`config.mk`:
```
export PLATFORM = sky130hd
export DESIGN_NAME = odd_div_ratio_ctrl
export DESIGN_NICKNAME = d
export VERILOG_FILES = /design/src/rtl/clk_div_pkg.sv /design/src/rtl/odd_div_phase_cnt.sv /design/src/rtl/odd_div_ratio_ctrl.sv
export SDC_FILE = /design/constraint.sdc
export NUM_CORES = 1
export LEC_CHECK = 0
export ABC_AREA = 1
export CAP_MARGIN = 15
export CORE_MARGIN = 4
export CORE_UTILIZATION = 55
export DETAILED_ROUTE_END_ITERATION = 10
export DONT_BUFFER_PORTS = 1
export PLACE_DENSITY = 0.81
export SLEW_MARGIN = 20
export SYNTH_ARGS = -nofsm -noshare
export SYNTH_HDL_FRONTEND = slang
export SYNTH_HIERARCHICAL = 1
export SYNTH_SLANG_ARGS = --single-unit
```
`constraint.sdc`:
```
create_clock -name clk_in -period 3.9 [get_ports clk_in]
set_input_delay 0.195 -clock clk_in [delete_from_list [all_inputs] [get_ports clk_in]]
set_output_delay 0.195 -clock clk_in [all_outputs]
set_load 0.02 [all_outputs]
```
`src/rtl/clk_div_pkg.sv`:
```
// Shared definitions for the odd-N clock divider: controller state encoding,
// default ratio limits and the ratio legality check.
package clk_div_pkg;

    typedef enum logic [1:0] {
        ST_RUN    = 2'd0,
        ST_ALIGN  = 2'd1,
        ST_LOAD   = 2'd2,
        ST_SETTLE = 2'd3
    } div_state_e;

    localparam int N_MIN_DEF = 3;
    localparam int N_MAX_DEF = 15;

    // A ratio is usable only if it is odd and inside the supported range.
    function automatic logic is_legal_odd(input int unsigned n,
                                          input int unsigned n_min = N_MIN_DEF,
                                          input int unsigned n_max = N_MAX_DEF);
        return n[0] && (n >= n_min) && (n <= n_max);
    endfunction

endpackage

```
`src/rtl/odd_div_phase_cnt.sv`:
```
// Divider phase counter: counts 0..div_n-1 and flags the last phase of each period.
// The clear input forces phase 0 so a new period starts cleanly after a reload.
module odd_div_phase_cnt #(
    parameter int CNT_W = 4
) (
    input  logic             clk_in,
    input  logic             rst,
    input  logic             clr,
    input  logic [CNT_W-1:0] div_n,
    output logic [CNT_W-1:0] phase,
    output logic             wrap
);

    logic [CNT_W-1:0] phase_q;
    logic [CNT_W-1:0] phase_d;

    assign wrap  = (phase_q == (div_n - CNT_W'(1)));
    assign phase = phase_q;

    always_comb begin
        phase_d = phase_q + CNT_W'(1);
        if (clr || wrap) begin
            phase_d = '0;
        end
    end

    always_ff @(posedge clk_in) begin
        if (rst) begin
            phase_q <= '0;
        end else begin
            phase_q <= phase_d;
        end
    end

endmodule

```
`src/rtl/odd_div_ratio_ctrl.sv`:
```
// Run-time ratio controller for the odd-N divider: accepts ratio requests, switches
// the active ratio only at a period boundary and gates the divided clock around it.
module odd_div_ratio_ctrl
    import clk_div_pkg::*;
#(
    parameter int CNT_W  = 4,
    parameter int N_MIN  = N_MIN_DEF,
    parameter int N_MAX  = N_MAX_DEF,
    parameter int N_RST  = 7,
    parameter int SETTLE = 2
) (
    input  logic             clk_in,
    input  logic             rst,
    input  logic             req_valid,
    input  logic [CNT_W-1:0] req_n,
    output logic             req_ready,
    output logic             req_err,
    output logic [CNT_W-1:0] div_n,
    output logic [CNT_W-1:0] phase,
    output logic             wrap,
    output logic             div_load,
    output logic             div_gate,
    output logic             busy
);

    localparam int SETTLE_W = (SETTLE < 2) ? 1 : $clog2(SETTLE + 1);
    localparam logic [SETTLE_W-1:0] SETTLE_LAST = SETTLE_W'((SETTLE > 0) ? SETTLE - 1 : 0);
    localparam logic [CNT_W-1:0]    N_RST_V     = CNT_W'(N_RST);

    div_state_e          state_q, state_d;
    logic [CNT_W-1:0]    div_n_q, div_n_d;
    logic [CNT_W-1:0]    pend_n_q, pend_n_d;
    logic [SETTLE_W-1:0] settle_cnt_q, settle_cnt_d;
    logic                div_gate_q, div_gate_d;
    logic                req_err_q, req_err_d;
    logic                transfer;

    odd_div_phase_cnt #(
        .CNT_W (CNT_W)
    ) u_phase_cnt (
        .clk_in (clk_in),
        .rst    (rst),
        .clr    (state_q == ST_LOAD),
        .div_n  (div_n_q),
        .phase  (phase),
        .wrap   (wrap)
    );

    assign req_ready = (state_q == ST_RUN);
    assign busy      = (state_q != ST_RUN);
    assign div_load  = (state_q == ST_LOAD);
    assign div_n     = div_n_q;
    assign div_gate  = div_gate_q;
    assign req_err   = req_err_q;
    assign transfer  = req_valid && req_ready;

    always_comb begin
        state_d      = state_q;
        div_n_d      = div_n_q;
        pend_n_d     = pend_n_q;
        settle_cnt_d = settle_cnt_q;
        div_gate_d   = div_gate_q;
        req_err_d    = 1'b0;

        unique case (state_q)
            ST_RUN: begin
                if (transfer) begin
                    if (!is_legal_odd(32'(req_n), N_MIN, N_MAX)) begin
                        req_err_d = 1'b1;
                    end else if (req_n != div_n_q) begin
                        pend_n_d = req_n;
                        state_d  = ST_ALIGN;
                    end
                end
            end
            // Gate drops on the last phase of the old period, so no partial pulse escapes.
            ST_ALIGN: begin
                if (wrap) begin
                    div_gate_d = 1'b0;
                    state_d    = ST_LOAD;
                end
            end
            ST_LOAD: begin
                div_n_d      = pend_n_q;
                settle_cnt_d = '0;
                state_d      = ST_SETTLE;
            end
            ST_SETTLE: begin
                if ((SETTLE == 0) || (wrap && (settle_cnt_q == SETTLE_LAST))) begin
                    div_gate_d = 1'b1;
                    state_d    = ST_RUN;
                end else if (wrap) begin
                    settle_cnt_d = settle_cnt_q + SETTLE_W'(1);
                end
            end
            default: begin
                state_d = ST_SETTLE;
            end
        endcase
    end

    always_ff @(posedge clk_in) begin
        if (rst) begin
            state_q      <= ST_SETTLE;
            div_n_q      <= N_RST_V;
            pend_n_q     <= '0;
            settle_cnt_q <= '0;
            div_gate_q   <= 1'b0;
            req_err_q    <= 1'b0;
        end else begin
            state_q      <= state_d;
            div_n_q      <= div_n_d;
            pend_n_q     <= pend_n_d;
            settle_cnt_q <= settle_cnt_d;
            div_gate_q   <= div_gate_d;
            req_err_q    <= req_err_d;
        end
    end

endmodule

```
* Word-level counts from Yosys, hierarchy flattened
Index checks and enable logic that the tools add are counted.
** Operators by class
- Add/sub/neg operators :: 3
- $lt $le $gt $ge :: 1
- Equal/unequal tests :: 13
- Mux-type cells :: 13
- Bitwise logic cells :: 2
- Reduce and logical (&&, ||, !) cells :: 14
** Operators with widths (count)
- $mux W2 :: 7
- $ne A2 B2 Y1 const B :: 4
- $pmux W2 S4 :: 1
- $ne A2 B1 Y1 const B :: 3
- $reduce_and A3 Y1 :: 2
- $reduce_bool A2 Y1 :: 3
- $reduce_and A5 Y1 :: 1
- $add A4 B1 Y4 const B :: 1
- $eq A2 B1 Y1 const B :: 2
- $eq A2 B2 Y1 const B :: 2
- $eq A4 B4 Y1 :: 1
- $ge A4 B2 Y1 const B :: 1
- $ne A4 B4 Y1 :: 1
- $pmux W2 S2 :: 1
- $reduce_and A4 Y1 :: 1
- $sub A4 B1 Y4 const B :: 1
- $logic_and A1 B1 Y1 :: 3
- $mux W1 :: 3
- $reduce_or A3 Y1 :: 1
- $add A2 B1 Y2 const B :: 1
- $logic_not A2 Y1 :: 1
- $not A1 Y1 :: 2
- $pmux W1 S2 :: 1
- $reduce_or A2 Y1 :: 1
- $logic_or A1 B1 Y1 :: 1
** Word-level totals
- Bits in registers :: 18
- Bits of input ports :: 7
- Output and inout port bits :: 14
- Logic and storage cells :: 53

* Logic depth before layout (Yosys ltp)
- Depth after elaboration :: 5
- Gate-level depth with buffers :: 17
- Depth with buffers taken out :: 17

* Hierarchy
Netlist, hierarchy kept.
** By module, submodules not included
- odd_div_ratio_ctrl :: instances 1, cells each 104, area each 740.7 um^2, seq. area each 280.3 um^2
- odd_div_phase_cnt :: instances 1, cells each 44, area each 300.3 um^2, seq. area each 80.1 um^2

* Worst setup path after synthesis
No wires, ideal clock.
- Path type :: register to register
- Start :: reg div_n_q[0] (netlist: div_n[0])
- End :: reg settle_cnt_q[1]
- Library setup time :: 70 ps
- Data arrival time :: 1973 ps
- Required time :: 3830 ps
- Setup slack :: 1857 ps
- Cell stages (with the launch flop) :: 12
- Path buffers :: 0
- Clock period less this slack :: 2043 ps
- Cell sequence :: dfxtp_1 inv_2 ha_1 or2_0 nand3_1 nor2_1 nand2_2 inv_1 nand2_1 nand3_1 or2_2 a21oi_1
** Between the ends
- Longest elaborated chain between the ends :: 5
- Elaborated cells on any way between the ends :: 6
- Those cells by class :: add/sub: 1; eq/ne: 3; reduce/logical: 2
** Ends and longest elaborated chain
- start: declaration :: RTL line odd_div_ratio_ctrl.sv:31 : logic [CNT_W-1:0] div_n_q, div_n_d;
- start signal: assignment :: RTL line odd_div_ratio_ctrl.sv:112 : div_n_q <= div_n_d;
- $sub A4 B1 Y4 * :: RTL line odd_div_phase_cnt.sv:17 : assign wrap = (phase_q == (div_n - CNT_W'(1)));
- $eq A4 B4 Y1 * :: RTL line odd_div_phase_cnt.sv:17
- via wrap :: RTL line odd_div_ratio_ctrl.sv:20 : output logic wrap,
- $logic_and A1 B1 Y1 :: RTL line odd_div_ratio_ctrl.sv:89 : if ((SETTLE == 0) || (wrap && (settle_cnt_q == SETTLE_LAST))) begin
- $ne A2 B2 Y1 (no line)
- $reduce_and A3 Y1 (no line) *
- end signal: assignment :: RTL line odd_div_ratio_ctrl.sv:114 : settle_cnt_q <= settle_cnt_d;
- end: declaration :: RTL line odd_div_ratio_ctrl.sv:33 : logic [SETTLE_W-1:0] settle_cnt_q, settle_cnt_d;
Mark *: on every way through the listed nets, which the timed path passes. The rest lies on a longest branch.
A chain may end at the register's enable or synchronous reset.

* Final worst setup path
- Start :: reg div_n_q[0] (netlist: div_n[0])
- End :: reg state_q[0]
** Between the ends
- Longest elaborated chain between the ends :: 5
- Elaborated cells on any way between the ends :: 8
- Those cells by class :: add/sub: 1; eq/ne: 5; reduce/logical: 2
** Ends and longest elaborated chain
- $sub A4 B1 Y4 * :: RTL line odd_div_phase_cnt.sv:17
- $eq A4 B4 Y1 * :: RTL line odd_div_phase_cnt.sv:17
- via wrap :: RTL line odd_div_ratio_ctrl.sv:20
- $logic_and A1 B1 Y1 :: RTL line odd_div_ratio_ctrl.sv:89
- $ne A2 B2 Y1 (no line)
- $reduce_and A5 Y1 (no line) *
- end signal: assignment :: RTL line odd_div_ratio_ctrl.sv:111 : state_q <= state_d;
- end: declaration :: RTL line odd_div_ratio_ctrl.sv:30 : div_state_e state_q, state_d;
Marks and branches as above.

==> out/results.ini <==
[run_status]
outcome=completed

[synthesis]
synth_nets=162
synthDistinctLibCells=23
synthesis.area_sq_um=1040
syn_avg_cell_area_sq_um=7.03
synth.top_cell.area_share_pct=34.6
ys_seq_elements=18
yosysTopAreaCell=dfxtp_1
ys_seq_area_share_pct=34.6
ys_warn_count=6
synthCells=148
synthTopCellsByArea=dfxtp_1 35%, nand2_1 13%, inv_1 8.7%

[grt]
grt_max_degree=12
overflow=0
gr-usage-all-layers_pct=17.7
antenna_found_initial=0
grt_pass1_wl_um=3510
grt_pass1_vias=849

[placement]
placed_cell_area_sq_um=1060
place_congestion=0.747
dp.cells=171
dpl_worst_slack_ns=1.65
dp.final_hpwl_um=1560
numPortBuffers=0

[clock_tree]
cts.sinks=18
clockBufferDepth=2
clk_pin_slew_worst_paths_ns=0.11
clk_latency_ns=0.30
ctsResizeCount=0
cts_max_level=1
clock-root-buffer=clkbuf_4
postCtsSetupBuffers=0
cts_tree=yes
cts_inserted_buffers=3

[timing]
relSlewSlack_pct=62.0
setup_violations=0
slew_viol_final=0
max_freq_ghz=0.441
period_minus_slack_ns=2.27
rsz0062_at_grt=false
skew_ns=0.00436
timing.final.crit_share_pct=58.2
setup_slack_ns=1.63
setup-tns-final_ns=0
worst_slew_pin_slew_ns=0.570
timing.final.hold_violations=0
whs_ns=0.0266

[layout]
final_cell_area_sq_um=1120
layout-area-overhead-vs-synth_pct=7.57
num-nets-final=167
antenna_cells=0
fin_cells=177
layout-drive-gt1-share_pct=15.1
final_cell_mix=36 x nand2_1, 24 x inv_1, 18 x dfxtp_1
layout_commonest_cell=nand2_1

[worst_setup_path]
worstPathArrival_ns=2.46
critPathLaunchType=flop
r2r_end=state_q[0]$_SDFFE_PP1P_
path_delay_family=simple AND/OR/NAND/NOR gates
rr_startpoint=div_n[0]$_SDFFE_PP1P_
path_max_fanout=5
cp_cell_sequence=inv_2, ha_1, or2_0, nand3_1, nor2_1, nand2_2, inv_1, nand2_1, nand2_1, o21ai_0, inv_1, nand2_2, nand2_1, nand3_1
critical_path.max_stage_delay_ns=0.53
path_class=flop to flop
crit_required_ns=4.10
cp_num_cells=14
slowest_stage=dfxtp_1
worst-r2r-cell-count=14
path_buf_inv=3
rrSetupSlack_ns=1.63
crit_top_cell=nand2_1
critPathCaptureType=flop

[route]
detail-route-antenna-nets=0
initialDrtViolationCount=15
drt_first_pass_iters=4
via_per_inst=5.02
avgRoutedWirePerCell_um=11.5
via_count=888
drc_errors=0
wirelength_um=2040

[floorplanning]
core_area_sq_um=1760
die_h_um=51.5
fp.dieW_um=51.5
dieArea_sq_um=2650
num_rows=15
initial_core_util_pct=59.0
io-pin-count=21

[job]
cap_violations=0

[power_and_ir_drop]
power_leakage_nw=0.556
peakVddDrop_mv=0.417
power_density_nw_per_um2=625

[min_path]
hold_end=pend_n_q[3]$_SDFFE_PP0P_
min_path_type=input port to flop
hp-start=req_n[3]
hold_depth=2

## through the flow
step | total power, mW | utilization (%)
after floorplan | 0.532 | -
after global placement | 0.571 | 60.3
after detailed placement | 0.584 | 60.3
after CTS | 0.705 | 63.5
after global routing | 0.762 | 63.5
final | 0.700 | 63.5
## registers in the layout, indices dropped and copies added, names as in the netlist
signal             count
div_gate               1
div_n                  4
pend_n_q               4
req_err                1
settle_cnt_q           2
state_q                2
u_phase_cnt/phase      4
## layer usage
| metal | routed length (um) | GRT usage [%] | vias up |
|---|---|---|---|
| met2 | 921 | 29.2 | 22 |
| met3 | 123 | 3.44 | 5 |
| met4 | 49 | 10.5 | 0 |
| met5 | 0 | 0 | - |
| met1 | 948 | 21.0 | 395 |
| li1 | - | - | 466 |
## cells by family (layout without fill, tap and decap cells)
| logic type | count (synthesis) | in the layout | share of synthesized area [%] |
|---|---|---|---|
| buffers and inverters | 32 | 36 | 11.7 |
| flip-flops | 18 | 18 | 34.6 |
| AO/OA/AOI/OAI | 19 | 19 | 9.74 |
| AND/OR/NAND/NOR | 68 | 68 | 32.2 |
| adder cells (fa/ha/maj) | 7 | 7 | 8.41 |
| XOR/XNOR | 4 | 4 | 3.37 |
## power by group
part           leakage, nW  switching [mW]  total, mW  internal (mW)
combinational        0.388           0.174      0.272         0.0982
clock               0.0210          0.0627      0.120         0.0570
sequential           0.147          0.0852      0.308          0.223
total                0.556           0.322      0.700          0.378
## synth_stat cells
master and n:
nand2_1 36, inv_1 24, dfxtp_1 18, a21oi_1 10, nand3_1 9, ha_1 7
nor2_1 7, o21ai_0 7, inv_2 6, nand2_2 5, nand3_2 2, nand4_1 2
nor2_2 2, nor2_4 2, xnor2_1 2, xor2_1 2, a2111oi_0 1, a211oi_1 1
buf_2 1, clkbuf_1 1, nand3_4 1, or2_0 1, or2_2 1
## how the worst max path moves through the flow
stage | startpoint | to | slack, ns
final | div_n[0]$_SDFFE_PP1P_ | state_q[0]$_SDFFE_PP1P_ | 1.63
after CTS | div_n[0]$_SDFFE_PP1P_ | state_q[0]$_SDFFE_PP1P_ | 1.63
after global routing | div_n[0]$_SDFFE_PP1P_ | state_q[0]$_SDFFE_PP1P_ | 1.34
after floorplan | div_n[0]$_SDFFE_PP1P_ | settle_cnt_q[1]$_SDFFE_PP0P_ | 1.86
after detailed placement | div_n[0]$_SDFFE_PP1P_ | state_q[0]$_SDFFE_PP1P_ | 1.65
after global placement | div_n[0]$_SDFFE_PP1P_ | state_q[0]$_SDFFE_PP1P_ | 1.73
## cell type report
class,instances,area (sq um)
multi-input cells,98,559
repair buffers,2,20.0
flip-flops and latches,18,360
inverters,30,113
well taps,25,31.3
clock buffers,4,36.3
fillers,173,644
## what timing repair did
| item | 4_1_cts | 5_1_grt |
|---|---|---|
| endpoints found under the setup margin | 0 | 0 |
| endpoints found under the hold margin | 10 | 0 |
| hold buffers | 2 | 0 |
Note: power is estimated with default switching activity, not from simulation.
